## src/rtl/mode_controller.sv

```systemverilog
// Mode/edit/alarm-ring sequencer for a digital clock: routes one of four BCD
// sources to the display, issues increment pulses while editing and rings the alarm.
module mode_controller #(
    parameter int RING_SECS = 60,
    parameter int IDLE_SECS = 30
) (
    input  logic        clk,
    input  logic        reset,
    input  logic        tick_1hz,
    input  logic        btn_mode,
    input  logic        btn_set,
    input  logic        btn_inc,
    input  logic        alarm_match,
    input  logic [15:0] time_bcd,
    input  logic [15:0] alarm_bcd,
    input  logic [15:0] stw_bcd,
    input  logic [15:0] tmr_bcd,
    output logic [15:0] disp_bcd,
    output logic [3:0]  blank_mask,
    output logic [1:0]  mode,
    output logic        hup,
    output logic        mup,
    output logic        almhup,
    output logic        almmup,
    output logic        ring,
    output logic        editing
);

    typedef enum logic [1:0] {VIEW, SET_HR, SET_MIN, RING} state_t;

    localparam int IW = $clog2(IDLE_SECS + 1);
    localparam int RW = $clog2(RING_SECS + 1);
    localparam logic [IW-1:0] IDLE_LAST = IW'(IDLE_SECS - 1);
    localparam logic [RW-1:0] RING_LAST = RW'(RING_SECS - 1);

    state_t        state, state_nxt;
    logic [1:0]    mode_nxt;
    logic          set_prev, mode_prev, inc_prev, alm_prev;
    logic [IW-1:0] idle_cnt;
    logic [RW-1:0] ring_cnt;
    logic          phase;
    logic          set_press, mode_press, inc_press, any_press;
    logic          sel_set, sel_mode, sel_inc, alm_rise;

    assign set_press  = btn_set  & ~set_prev;
    assign mode_press = btn_mode & ~mode_prev;
    assign inc_press  = btn_inc  & ~inc_prev;
    assign any_press  = set_press | mode_press | inc_press;

    // Only the highest-priority press of a cycle survives.
    assign sel_set  = set_press;
    assign sel_mode = mode_press & ~set_press;
    assign sel_inc  = inc_press & ~set_press & ~mode_press;
    assign alm_rise = alarm_match & ~alm_prev;

    // NOTE: every always_comb output gets a default first so no latch is inferred.
    always_comb begin
        state_nxt = state;
        mode_nxt  = mode;
        case (state)
            VIEW: begin
                if (alm_rise)                    state_nxt = RING;
                else if (sel_set && !mode[1])    state_nxt = SET_HR;
                else if (sel_mode)               mode_nxt  = mode + 2'd1;
            end
            SET_HR: begin
                if (alm_rise)                    state_nxt = RING;
                else if (sel_set)                state_nxt = SET_MIN;
                else if (!sel_inc && tick_1hz && idle_cnt == IDLE_LAST)
                                                 state_nxt = VIEW;
            end
            SET_MIN: begin
                if (alm_rise)                    state_nxt = RING;
                else if (sel_set)                state_nxt = VIEW;
                else if (!sel_inc && tick_1hz && idle_cnt == IDLE_LAST)
                                                 state_nxt = VIEW;
            end
            RING: begin
                if (any_press || (tick_1hz && ring_cnt == RING_LAST))
                                                 state_nxt = VIEW;
            end
            default:                             state_nxt = VIEW;
        endcase
    end

    // NOTE: sequential state uses non-blocking assignments only.
    always_ff @(posedge clk) begin
        if (!reset) begin
            state     <= VIEW;
            mode      <= 2'd0;
            set_prev  <= 1'b1;
            mode_prev <= 1'b1;
            inc_prev  <= 1'b1;
            alm_prev  <= 1'b0;
            idle_cnt  <= '0;
            ring_cnt  <= '0;
            phase     <= 1'b0;
            hup       <= 1'b0;
            mup       <= 1'b0;
            almhup    <= 1'b0;
            almmup    <= 1'b0;
        end else begin
            state     <= state_nxt;
            mode      <= mode_nxt;
            set_prev  <= btn_set;
            mode_prev <= btn_mode;
            inc_prev  <= btn_inc;
            alm_prev  <= alarm_match;

            if (state_nxt != state) phase <= 1'b0;
            else if (tick_1hz)      phase <= ~phase;

            if (state_nxt != SET_HR && state_nxt != SET_MIN)  idle_cnt <= '0;
            else if (state_nxt != state || sel_set || sel_inc) idle_cnt <= '0;
            else if (tick_1hz)                                 idle_cnt <= idle_cnt + 1'b1;

            if (state != RING)  ring_cnt <= '0;
            else if (tick_1hz)  ring_cnt <= ring_cnt + 1'b1;

            // An alarm edge aborts the edit, so it also swallows a same-cycle increment.
            hup    <= (state == SET_HR)  && sel_inc && !alm_rise && (mode == 2'd0);
            almhup <= (state == SET_HR)  && sel_inc && !alm_rise && (mode == 2'd1);
            mup    <= (state == SET_MIN) && sel_inc && !alm_rise && (mode == 2'd0);
            almmup <= (state == SET_MIN) && sel_inc && !alm_rise && (mode == 2'd1);
        end
    end

    assign ring    = (state == RING);
    assign editing = (state == SET_HR) || (state == SET_MIN);

    always_comb begin
        blank_mask = 4'b0000;
        case (state)
            SET_HR:  blank_mask = phase ? 4'b1100 : 4'b0000;
            SET_MIN: blank_mask = phase ? 4'b0011 : 4'b0000;
            RING:    blank_mask = phase ? 4'b1111 : 4'b0000;
            default: blank_mask = 4'b0000;
        endcase
    end

    always_comb begin
        disp_bcd = time_bcd;
        if (state != RING) begin
            case (mode)
                2'd1:    disp_bcd = alarm_bcd;
                2'd2:    disp_bcd = stw_bcd;
                2'd3:    disp_bcd = tmr_bcd;
                default: disp_bcd = time_bcd;
            endcase
        end
    end

endmodule

```

## config.mk

```make
export PLATFORM = sky130hd
export DESIGN_NAME = mode_controller
export DESIGN_NICKNAME = d
export VERILOG_FILES = /design/src/rtl/mode_controller.sv
export SDC_FILE = /design/constraint.sdc
export NUM_CORES = 1
export LEC_CHECK = 0
export CAP_MARGIN = 10
export CORE_AREA = 4 4 57 65
export CTS_CLUSTER_DIAMETER = 50
export DETAILED_ROUTE_END_ITERATION = 10
export DIE_AREA = 0 0 61 69
export DONT_BUFFER_PORTS = 1
export PLACE_DENSITY = 0.74
export SKIP_LAST_GASP = 1
export SLEW_MARGIN = 30
export SYNTH_ARGS = -nofsm -noshare
export SYNTH_HDL_FRONTEND = slang
export SYNTH_SLANG_ARGS = --single-unit
```

## constraint.sdc

```tcl
create_clock -name clk -period 3.7 [get_ports clk]
set_input_delay 0.37 -clock clk [delete_from_list [all_inputs] [get_ports clk]]
set_output_delay 0.37 -clock clk [all_outputs]
set_load 0.005 [all_outputs]
```

# --- After elaboration in Yosys (flattened, before gate mapping) ---
# Index checks and enable logic that the tools add are counted.
word_totals:
  regBits: 24
  inputBits: 71
  word_cells: 88
op_classes:
  n_addsub: 3
  eq_ne: 12
  mux: 15
  bitwise: 19
  reduce_logical: 26
op_table:
  columns: ["op", "n"]
  rows:
  - ["16-bit one-hot mux with 3 select lines", 1]
  - ["2-bit 2-to-1 mux", 9]
  - ["16-bit 2-to-1 mux", 1]
  - ["1-bit logical AND", 13]
  - ["4-bit one-hot mux with 3 select lines", 1]
  - ["1-bit inverter", 10]
  - ["2-bit equality test (second input constant)", 4]
  - ["4-bit 2-to-1 mux", 2]
  - ["2-bit one-hot mux with 4 select lines", 1]
  - ["1-bit AND", 7]
  - ["6-bit by 1-bit adder with 6-bit output (second input constant)", 1]
  - ["6-bit equality test (second input constant)", 1]
  - ["5-bit by 1-bit adder with 5-bit output (second input constant)", 1]
  - ["5-bit equality test (second input constant)", 1]
  - ["2-bit by 1-bit equality test with 1-bit output (second input constant)", 2]
  - ["2-bit logical NOT", 2]
  - ["1-bit logical OR", 4]
  - ["2-bit != test (second input constant)", 2]
  - ["4-bit AND reduction", 1]
  - ["2-bit OR reduction", 2]
  - ["1-bit logical NOT", 3]
  - ["3-bit OR reduction", 1]
  - ["2-bit by 1-bit adder with 2-bit output (second input constant)", 1]
  - ["2-bit by 1-bit != test with 1-bit output (second input constant)", 1]
  - ["2 further kinds", 3]

# --- Logic depth before layout (Yosys ltp) ---
depth:
  depth_word: 16
  mapped_depth: 7

# --- Least setup slack after synthesis ---
# No wires, ideal clock.
synth_timing:
  kind: "register to register"
  from: "reg state[0]"
  to: "reg idle_cnt[0]"
  t_arrival_ps: 1772
  path_slack_ps: 1793
  stages_incl_launch_ff: 8
  n_path_buf: 0
  period_less_slack_ps: 1907
  path_cell_list: "dfxtp_1 > inv_1 > ha_1 > or2_2 > a21oi_1 > nor2_1 > o31ai_1 > mux2i_1"
synth_between:
  elab_chain_len: 8
synth_lines:
  columns: ["item", "line_no", "rtl"]
  rows:
  - ["start: declaration", "36", "state_t state, state_nxt;"]
  - ["start signal: assignment", "103", "state <= state_nxt;"]
  - ["2-bit 2-to-1 mux", "69, 75", null]
  - ["2-bit 2-to-1 mux (on tied branches)", "74, 68", null]
  - ["2-bit 2-to-1 mux (on tied branches)", "73, 67", null]
  - ["2-bit one-hot mux with 4 select lines", "60", "case (state)"]
  - ["2-bit != test", "114", "else if (state_nxt != state || sel_set || sel_inc) idle_cnt <= '0;"]
  - ["1-bit logical OR (2 in series)", "114", null]
  - ["3-bit OR reduction (no source line) *", null, null]
  - ["end signal: assignment", "115", "else if (tick_1hz) idle_cnt <= idle_cnt + 1'b1;"]
  - ["end: declaration", "39", "logic [IW-1:0] idle_cnt;"]
# Every way passes the cells marked *; elsewhere a longest branch is shown, timed or not.
# A chain may end at the register's enable or synchronous reset.

# --- Final worst setup path ---
layout_timing:
  from: "reg mode[1]"
  to: "out disp_bcd[12]"
layout_between:
  elab_chain_len: 3
layout_lines:
  columns: ["item", "line_no", "rtl"]
  rows:
  - ["start: declaration", "20", "output logic [1:0] mode,"]
  - ["start signal: assignment", "104", "mode <= mode_nxt;"]
  - ["2-bit equality test / 2-bit by 1-bit equality test with 1-bit output (equally long branches)", "144", "case (mode)"]
  - ["16-bit one-hot mux with 3 select lines *", "144", null]
  - ["16-bit 2-to-1 mux *", "143", "if (state != RING) begin"]
  - ["end: declaration", "18", "output logic [15:0] disp_bcd,"]
# Marked as above.

==> results.cfg <==
[outcome]
outcome = completed

[global_route]
antenna_found_initial = 0
overflow = 0
grt_pass1_wl_mm = 7.369
grt_max_degree = 33
grt_pass1_vias = 1555
grt_use_total_pct = 21.94

[die]
core.rowCount = 21
start_util_pct = 59.57
ioPinCount = 99
dieArea_um2 = 4209
coreArea_um2 = 2995
die_y_um = 69
fp.dieW_um = 61

[logic_synthesis]
syn-mean-instance-area_um2 = 8.456
synth_edf_count = 0
ys_warn_count = 0
post-synth-top-count-cell = dfxtp_1
yosysTopAreaCellShare_pct = 26.93
synth_top_cells_by_count = dfxtp_1 (24), nand2_1 (22), o21ai_0 (18)
synth_flop_cell = dfxtp_1
netlist_area_um2 = 1784
syn-num-nets = 294
ys_seq_elements = 24
yosysTopAreaCell = dfxtp_1
async_reset_ff_share_pct = 0
yosysSeqAreaShare_pct = 26.93
netlist_top_cells_area = dfxtp_1 (27%), a222oi_1 (9.0%), ha_1 (8.4%), o21ai_0 (5.0%), nand2_1 (4.6%)
synthDistinctLibCells = 45
syn_inst = 211

[clock_tree]
cts_max_path_buffers = 2
clkSinkCount = 24
cts_hold_buf = 0
path_clk_slew_ns = 0.14
tritoncts = built
post_cts_buffers = 0
htree_num_levels = 1
cts_resized = 0
clock_latency_ns = 0.32
clockRootBuffer = clkbuf_4
cts_buffers = 3

[timing]
period_minus_slack_ns = 2.320
setup-tns-final_ns = 0
finalSetupViolCount = 0
fin_skew_ns = 0.002973
worstMarginPinSlew_ns = 0.6374
hold_viol_final = 0
final.period_utilization_pct = 62.69
slew_headroom_pct = 57.51
drv_slew = 0
rsz0062_at_grt = no
fmax_mhz = 431.1

[placement]
dp.cells = 231
place_area_um2 = 1765
numPortBuffers = 0
routabilityCongestion = 0.8884
dpl.hpwl_mm = 3.896

[flow_run]
cap_violations = 0

[finish]
layout.nets = 285
fillers = 263
seq_area_um2 = 480.5
drive_gt1_share_pct = 9.453
finalNonFillerCells = 235
syn_to_final_growth_pct = 0.9819
antenna_cells = 0
multi_input_comb_area_um2 = 1224
design_area_um2 = 1802

[drt]
routed_wl_mm = 4.761
drtIter0Drc = 147
drc = 0
post_drt_wl_per_cell_um = 20.26
via_per_inst = 7.115
dr.pass1.iters = 7
vias = 1672
ant_nets = 0

[min_path]
hp-class = primary input to flip-flop

[critical_path]
crit_path_start_kind = flip-flop
cp_max_fo = 18
critical-path-slowest-cell = dfxtp_1
crit_chain = inv_1, ha_1, a222oi_1, o21ai_0
path_class = flip-flop to output port
max_stage_delay_ns = 0.49
critPathCaptureType = output port
cp_data_arrival_time_ns = 1.95
crit_required_ns = 3.33

[power]
vdd_drop_max_mv = 0.2135
leakage_nw = 0.6849
power.density_nw_per_um2 = 338.9
[stage by stage]
step,hold WS (ns),setup WS (ns),power (mW),util (%)
2_1_floorplan,0.4535,1.793,0.4398,-
3_3_place_gp,0.4480,1.642,0.4620,58.94
3_5_place_dp,0.4481,1.441,0.4713,58.94
4_1_cts,0.1133,1.392,0.6096,60.15
5_1_grt,0.07334,1.187,0.6544,60.15
6_report,0.1080,1.380,0.6106,60.15
[layout make-up]
| class | count | area share, % |
|---|---|---|
| Clock buffer | 4 | 2.014 |
| Inverter | 5 | 1.042 |
| Multi-Input combinational cell | 168 | 67.92 |
| Sequential cell | 24 | 26.67 |
| Tap cell | 34 | 2.361 |
[critical path: cells and delay by family (launching register included)]
kind                     cells  cell delay [ns]
AO/OA/AOI/OAI                2             0.62
adder cells (fa/ha/maj)      1             0.41
buffers and inverters        1             0.11
flip-flops                   1             0.49
[flip-flops by register name, indices dropped and copies added (netlist names)]
register	count
alm_prev	1
almmup	1
phase	1
idle_cnt	5
mup	1
inc_prev	1
mode_prev	1
hup	1
set_prev	1
almhup	1
state	2
ring_cnt	6
mode	2
[report_power, final]
part	total [mW]	switching, mW	internal, mW
Clock	0.143	0.0827	0.0602
Sequential	0.288	0.0168	0.271
Combinational	0.180	0.106	0.0741
[cell usage in the layout (no fill, tap or decap), types with 3 or more instances in the layout]
cell type	instances
o31ai_1	5
dfxtp_1	24
nor2_1	13
and2_1	4
or2_2	4
nand2b_1	4
ha_1	12
a222oi_1	16
a21oi_1	3
clkbuf_4	3
inv_1	5
nand4_1	9
xor2_1	7
o211ai_1	4
o21ai_0	18
xnor2_1	3
nand2_1	22
and3_1	6
mux2i_1	8
nor2b_1	4
[final timing paths]
check / start / end / slack (ns) / depth (start not counted)
setup reg to reg: state[0] / idle_cnt[3] / 1.39 / 7
setup / recovery: mode[1] / disp_bcd[12] / 1.38 / 4
hold reg to reg: ring_cnt[5] / ring_cnt[5] / 0.51 / 2
hold / removal: reset / set_prev / 0.11 / 1
[kinds of logic (layout without fill, tap and decap cells)]
| family | count (synthesis) | in the layout | synth area share (%) |
|---|---|---|---|
| XOR/XNOR | 10 | 10 | 4.909 |
| flip-flops | 24 | 24 | 26.93 |
| buffers and inverters | 19 | 9 | 4.488 |
| adder cells (fa/ha/maj) | 12 | 12 | 8.415 |
| AO/OA/AOI/OAI | 58 | 58 | 26.44 |
| multiplexers | 8 | 8 | 4.488 |
| AND/OR/NAND/NOR | 80 | 80 | 24.33 |
[per-layer routing]
metal	track usage, %	vias to the layer above	routed length, um
met5	0	-	0
li1	-	777	-
met1	26.19	789	1795
met4	7.470	0	91
met2	37.93	93	2464
met3	3.918	13	410
(Power assumes the default switching activity.)
